### src/rtl/disk_track_writeback.sv
// Disk II track write-back engine: flushes a dirty 13-sector track image
// from the track RAM to the mounted SD image over the hps_io sd_wr/sd_ack protocol.
module disk_track_writeback #(
  parameter int SECTORS = 13,
  parameter int TRACK_W = 6
) (
  input  logic               clk_sys,
  input  logic               reset_n,
  input  logic               img_mounted,
  input  logic               img_present,
  input  logic               img_readonly,
  input  logic [TRACK_W-1:0] track,
  input  logic               dirty_set,
  input  logic               flush_req,
  output logic               busy,
  output logic               done,
  output logic               cpu_wait,
  output logic               dirty,
  output logic [31:0]        sd_lba,
  output logic               sd_wr,
  input  logic               sd_ack,
  input  logic [8:0]         sd_buff_addr,
  output logic [12:0]        trk_ram_addr,
  input  logic [7:0]         trk_ram_dout,
  output logic [7:0]         sd_buff_din
);

  typedef enum logic [1:0] {IDLE, REQ, XFER, DONE} state_t;

  localparam logic [3:0]  LAST  = 4'(SECTORS - 1);
  localparam logic [31:0] SEC32 = 32'(SECTORS);

  state_t     state;
  logic [3:0] sec;
  logic       old_ack;
  logic       pending;
  logic       abort;
  logic       ack_rise;
  logic       ack_fall;
  logic       hit;
  logic       go;

  assign ack_rise = sd_ack & ~old_ack;
  assign ack_fall = ~sd_ack & old_ack;
  // A drive write only counts on a writable image; a fresh mount wins.
  assign hit = dirty_set & ~img_readonly & ~img_mounted;
  assign go  = dirty & img_present & ~img_readonly & ~img_mounted;

  // hps_io reads the RAM directly; it absorbs the one-cycle RAM latency.
  assign trk_ram_addr = {sec, sd_buff_addr};
  assign sd_buff_din  = trk_ram_dout;

  // Flush sequencer with registered outputs, dirty and pending tracking
  always_ff @(posedge clk_sys) begin
    if (!reset_n) begin
      state    <= IDLE;
      busy     <= 1'b0;
      done     <= 1'b0;
      cpu_wait <= 1'b0;
      dirty    <= 1'b0;
      sd_wr    <= 1'b0;
      sd_lba   <= '0;
      sec      <= '0;
      old_ack  <= 1'b0;
      pending  <= 1'b0;
      abort    <= 1'b0;
    end else begin
      old_ack <= sd_ack;
      done    <= 1'b0;

      if (img_mounted) begin
        dirty <= 1'b0;
      end else if (hit && !busy) begin
        dirty <= 1'b1;
      end

      if (busy) begin
        if (img_mounted) begin
          abort   <= 1'b1;
          pending <= 1'b0;
        end else if (hit) begin
          pending <= 1'b1;
        end
      end

      unique case (state)
        IDLE: begin
          if (flush_req) begin
            if (go) begin
              sec      <= '0;
              sd_lba   <= SEC32 * {{(32-TRACK_W){1'b0}}, track};
              busy     <= 1'b1;
              cpu_wait <= 1'b1;
              sd_wr    <= 1'b1;
              state    <= REQ;
            end else begin
              state <= DONE;
            end
          end
        end
        REQ: begin
          if (ack_rise) begin
            sd_wr <= 1'b0;
            state <= XFER;
          end
        end
        XFER: begin
          if (ack_fall) begin
            if (abort || img_mounted || sec == LAST) begin
              state <= DONE;
            end else begin
              sec    <= sec + 4'd1;
              sd_lba <= sd_lba + 32'd1;
              sd_wr  <= 1'b1;
              state  <= REQ;
            end
          end
        end
        DONE: begin
          done     <= 1'b1;
          busy     <= 1'b0;
          cpu_wait <= 1'b0;
          abort    <= 1'b0;
          pending  <= 1'b0;
          if (busy) begin
            dirty <= (pending | hit) & ~abort & ~img_mounted;
          end
          state <= IDLE;
        end
      endcase
    end
  end

endmodule

### config.mk
export PLATFORM = sky130hd
export DESIGN_NAME = disk_track_writeback
export DESIGN_NICKNAME = d
export VERILOG_FILES = /design/src/rtl/disk_track_writeback.sv
export SDC_FILE = /design/constraint.sdc
export NUM_CORES = 1
export LEC_CHECK = 0
export BUFFER_PORTS_ARGS = -buffer_cell sky130_fd_sc_hd__clkbuf_2
export CAP_MARGIN = 25
export CORE_UTILIZATION = 45
export CTS_BUF_LIST = sky130_fd_sc_hd__clkbuf_16
export DETAILED_ROUTE_END_ITERATION = 16
export GPL_TIMING_DRIVEN = 0
export PLACE_DENSITY = 0.7
export SYNTH_ARGS = -nofsm -noshare
export SYNTH_HDL_FRONTEND = slang
export SYNTH_SLANG_ARGS = --single-unit
### constraint.sdc
create_clock -name clk_sys -period 6.79 [get_ports clk_sys]
set_input_delay 0.679 -clock clk_sys [delete_from_list [all_inputs] [get_ports clk_sys]]
set_output_delay 0.679 -clock clk_sys [all_outputs]
set_load 0.05 [all_outputs]
==> impl_summary.log <==
INFO  metric fin_util = 0.5611
INFO  metric slew_viol_final = 0
INFO  metric dp.final_hpwl = 5410 um
INFO  metric reg2reg_from = sec[0]
INFO  metric failed_checks = design-rule violations
INFO  metric clock_latency = 0.28 ns
INFO  metric synth_ff_type = dfxtp_1
INFO  metric dieArea = approximately 7000 um2
INFO  metric critical_path.cell_chain = clkbuf_2, ha_1, fa_1, fa_1, a211oi_1, o21bai_1, mux2i_1, a22oi_1, a21boi_0
INFO  metric h-tree-depth = 2
INFO  metric globalRoute.totalOverflow = 0
INFO  metric drt_drc_violations_left = 20
INFO  metric numCtsBuffers = 5
INFO  metric antennaDiodeCount = 0
INFO  metric place_congestion = 0.8640
INFO  metric detail_route.wirelength = 7165 um
INFO  metric worst_pin_slew = between 0.5 and 0.6 ns
INFO  metric path_clk_slew = approximately 0.060 ns
INFO  metric clock_tree.root_cell = clkbuf_16
INFO  metric yosysMostFrequentCell = dfxtp_1
INFO  metric routed_wire_length_per_instance = 14.19 um
INFO  metric yosys_warnings = 0
INFO  metric grt_antenna_before_repair = 0
INFO  metric timing.final.crit_period = approximately 2.8 ns
INFO  metric power_frac_seq = 0.423
INFO  metric syn_area_per_cell = 8.615 um2
INFO  metric final.fill_count = 606
INFO  metric starting_density_of_the_core = 0.4695
INFO  metric std_cell_rows = 29
INFO  metric drtIter0Drc = 91
INFO  metric layout_worst_path_cycle_share = 0.4192
INFO  metric pwr_dens = 177.6 nW/um2
INFO  metric area_share_of_the_largest_cell_type_after_synthesis = 0.2988
INFO  metric setup_tns = 0 ns
INFO  metric worst_clock_skew = 0.004163 ns
INFO  metric worstPathBufferInverterCount = 1
INFO  metric grt_pass1_vias = 2602
INFO  metric sw_frac_of_total = 0.2943
INFO  metric final_nets = approximately 480
INFO  metric hold_path.startpoint = sd_lba[31]
INFO  metric tritoncts = yes
INFO  metric die-height = about 84 um
INFO  metric number_of_enable_type_register_cells_in_the_synthesized_netlist = 0
INFO  metric synthesis.area = roughly 3000 um2
INFO  metric worstPathRequired = between 6 and 7 ns
INFO  metric ctsHoldBuffers = 0
INFO  metric routed_via_density = approximately 5.6
INFO  metric chipWidth = ~84 um
INFO  metric library_cell_contributing_the_largest_single_delay_on_the_critical_path = fa_1
INFO  metric synthDominantAreaCellType = dfxtp_1
INFO  metric pin_count_of_the_biggest_net_entering_global_routing = 14
INFO  metric post_cts.resized_instances = 0
INFO  metric netlist_top_cells_area = dfxtp_1, ha_1, buf_4, nor2_1, o21ai_0
INFO  metric synthTopCellsByCount = dfxtp_1, nor2_1, nand2_1
INFO  metric worst_path_dominant_cell_family = adder cells
INFO  metric power_report.internal_total = roughly 450 uW
INFO  metric flop_and_latch_count_out_of_synthesis = 45
INFO  metric num_io_pins = a little under 90
INFO  metric synth-async-reset-ratio = 0
INFO  metric net-switching-power = between 150 and 200 uW
INFO  metric antenna_viol_nets_final = 0
INFO  metric timing.critical_path.mode_cell = fa_1
INFO  metric report.final.setup_viol = 0
INFO  metric track_usage = 0.2107
INFO  metric ys_types = between 50 and 60
INFO  metric worstSetupPathType = input port to register
INFO  metric critPathMaxFanout = 3
INFO  metric worst_ir_drop_vdd = between 0.09 and 0.1 mV
INFO  metric crit_start = track[1]
INFO  metric run_status = finished with violations
INFO  metric leakagePower = approximately 0.0016 uW
INFO  metric fp.coreArea = 6422 um2
INFO  metric min-delay-path-class = register to register
INFO  metric cts.sink_count = 45
INFO  metric crit_arrival = 3.01 ns
INFO  metric route.vias.total = roughly 2800
INFO  metric max_freq = about 0.35 GHz
INFO  metric max_stage_delay = between 0.5 and 0.6 ns
INFO  metric rsz0062_at_grt = no
INFO  metric areaGrowthSynthToFinish = 19.50%
INFO  metric cts_buffer_depth = 2
INFO  metric endpoint_kind = register
INFO  metric hold_violations = 0
INFO  metric port_buffers = 71
INFO  metric final_layout_size_suffix_gt1_frac = 0.2757
INFO  metric grt_pass1_wl = roughly 12000 um
INFO  metric seq_area_frac_synth = 0.2988
INFO  metric detailedRoute.firstPassIterationCount = 10
INFO  metric worstSetupStartpointType = input port
INFO  metric cts_post_setup_buffers_inserted = 0
INFO  metric comb_power_share = 0.213
INFO  metric post_synth_inst_count = 350
INFO  metric timing.max_slew.rel_slack = 0.6517
INFO  metric mappedNetlistNets = approximately 400
INFO  metric max_cap_violations = 0
INFO  metric pwr-share-clk = 0.364
## layer usage
metal | track usage | up-vias | part of all wire
met5 | 0 | - | 0
met4 | 0.06270 | 0 | 0.013
met3 | 0.03264 | 10 | 0.055
met2 | 0.3659 | 96 | 0.48
met1 | 0.2686 | 1321 | 0.46
li1 | - | 1415 | -
## registers in the layout (all words and copies together), names as in the netlist
name and cells:
abort 1, pending 1, old_ack 1, done 1, sec 4, sd_wr 1, state 2, dirty 1
cpu_wait 1, sd_lba 32
## placed cells by master, fill, tap and decap left out, types with 6 or more instances in the layout
| cell type | count |
|---|---|
| clkbuf_2 | 71 |
| dfxtp_1 | 45 |
| nor2_1 | 28 |
| nand2_1 | 24 |
| o21ai_0 | 21 |
| buf_4 | 19 |
| ha_1 | 19 |
| inv_1 | 15 |
| a21oi_1 | 14 |
| nand3_1 | 12 |
| buf_2 | 8 |
| and3_1 | 8 |
| clkbuf_1 | 8 |
| xor2_1 | 8 |
| nand2b_1 | 8 |
| xnor2_1 | 8 |
| a211oi_1 | 7 |
| o211ai_1 | 6 |
| or3_1 | 6 |
| a21boi_0 | 6 |
## worst min-delay path: stages, from the launching register on
cell and delay (ns):
dfxtp_1 0.32, o21ai_0 0.07, a21oi_1 0.05
## power by group through the flow
stage	registers [uW]	logic (uW)	clock network, uW
5_1_grt	271	151	246
3_5_place_dp	276	136	0
4_1_cts	270	137	236
3_3_place_gp	276	133	0
2_1_floorplan	281	99.9	0
6_report	270	136	233
## cell type report
type                    instances  area [um2]  share of cell area
flip-flops and latches         45       900.9              0.2500
repair buffers                 71       355.3             0.09861
clock inverters                 2       11.26            0.003125
clock buffers                   5       125.1             0.03472
well taps                      77       96.34             0.02674
plain buffers                  35       212.7             0.05903
multi-input cells             255        1846              0.5122
inverters                      15       56.30             0.01562
## kinds of logic after synthesis
kind of cell,share of synthesized area
buf+inv,0.08921
mux,0.009959
xor+xnor,0.04647
compound gates,0.2328
fa+ha+maj,0.09876
flops,0.2988
simple gates,0.2241
## metrics by stage
stage	setup slack (ns)	hold slack [ns]	std cells	instance area, um2	power, uW
after floorplan	3.940	0.4737	350	3015	380.4
after global placement	3.685	0.4679	498	3467	408.8
after detailed placement	3.670	0.4847	498	3467	411.9
after CTS	3.954	0.4940	505	3603	643.3
after global routing	3.817	0.5105	505	3603	667.8
final	3.944	0.4877	505	3603	639.8
## path summary, 6_finish.rpt
check        cells past startpoint         end  slack, ns
min reg2reg                      2  sd_lba[31]       0.49
max                              9   sd_lba[9]       3.94
max reg2reg                      8  sd_lba[26]       4.52
min                              2  sd_lba[31]       0.49
Note: power is estimated with default switching activity, not from simulation.
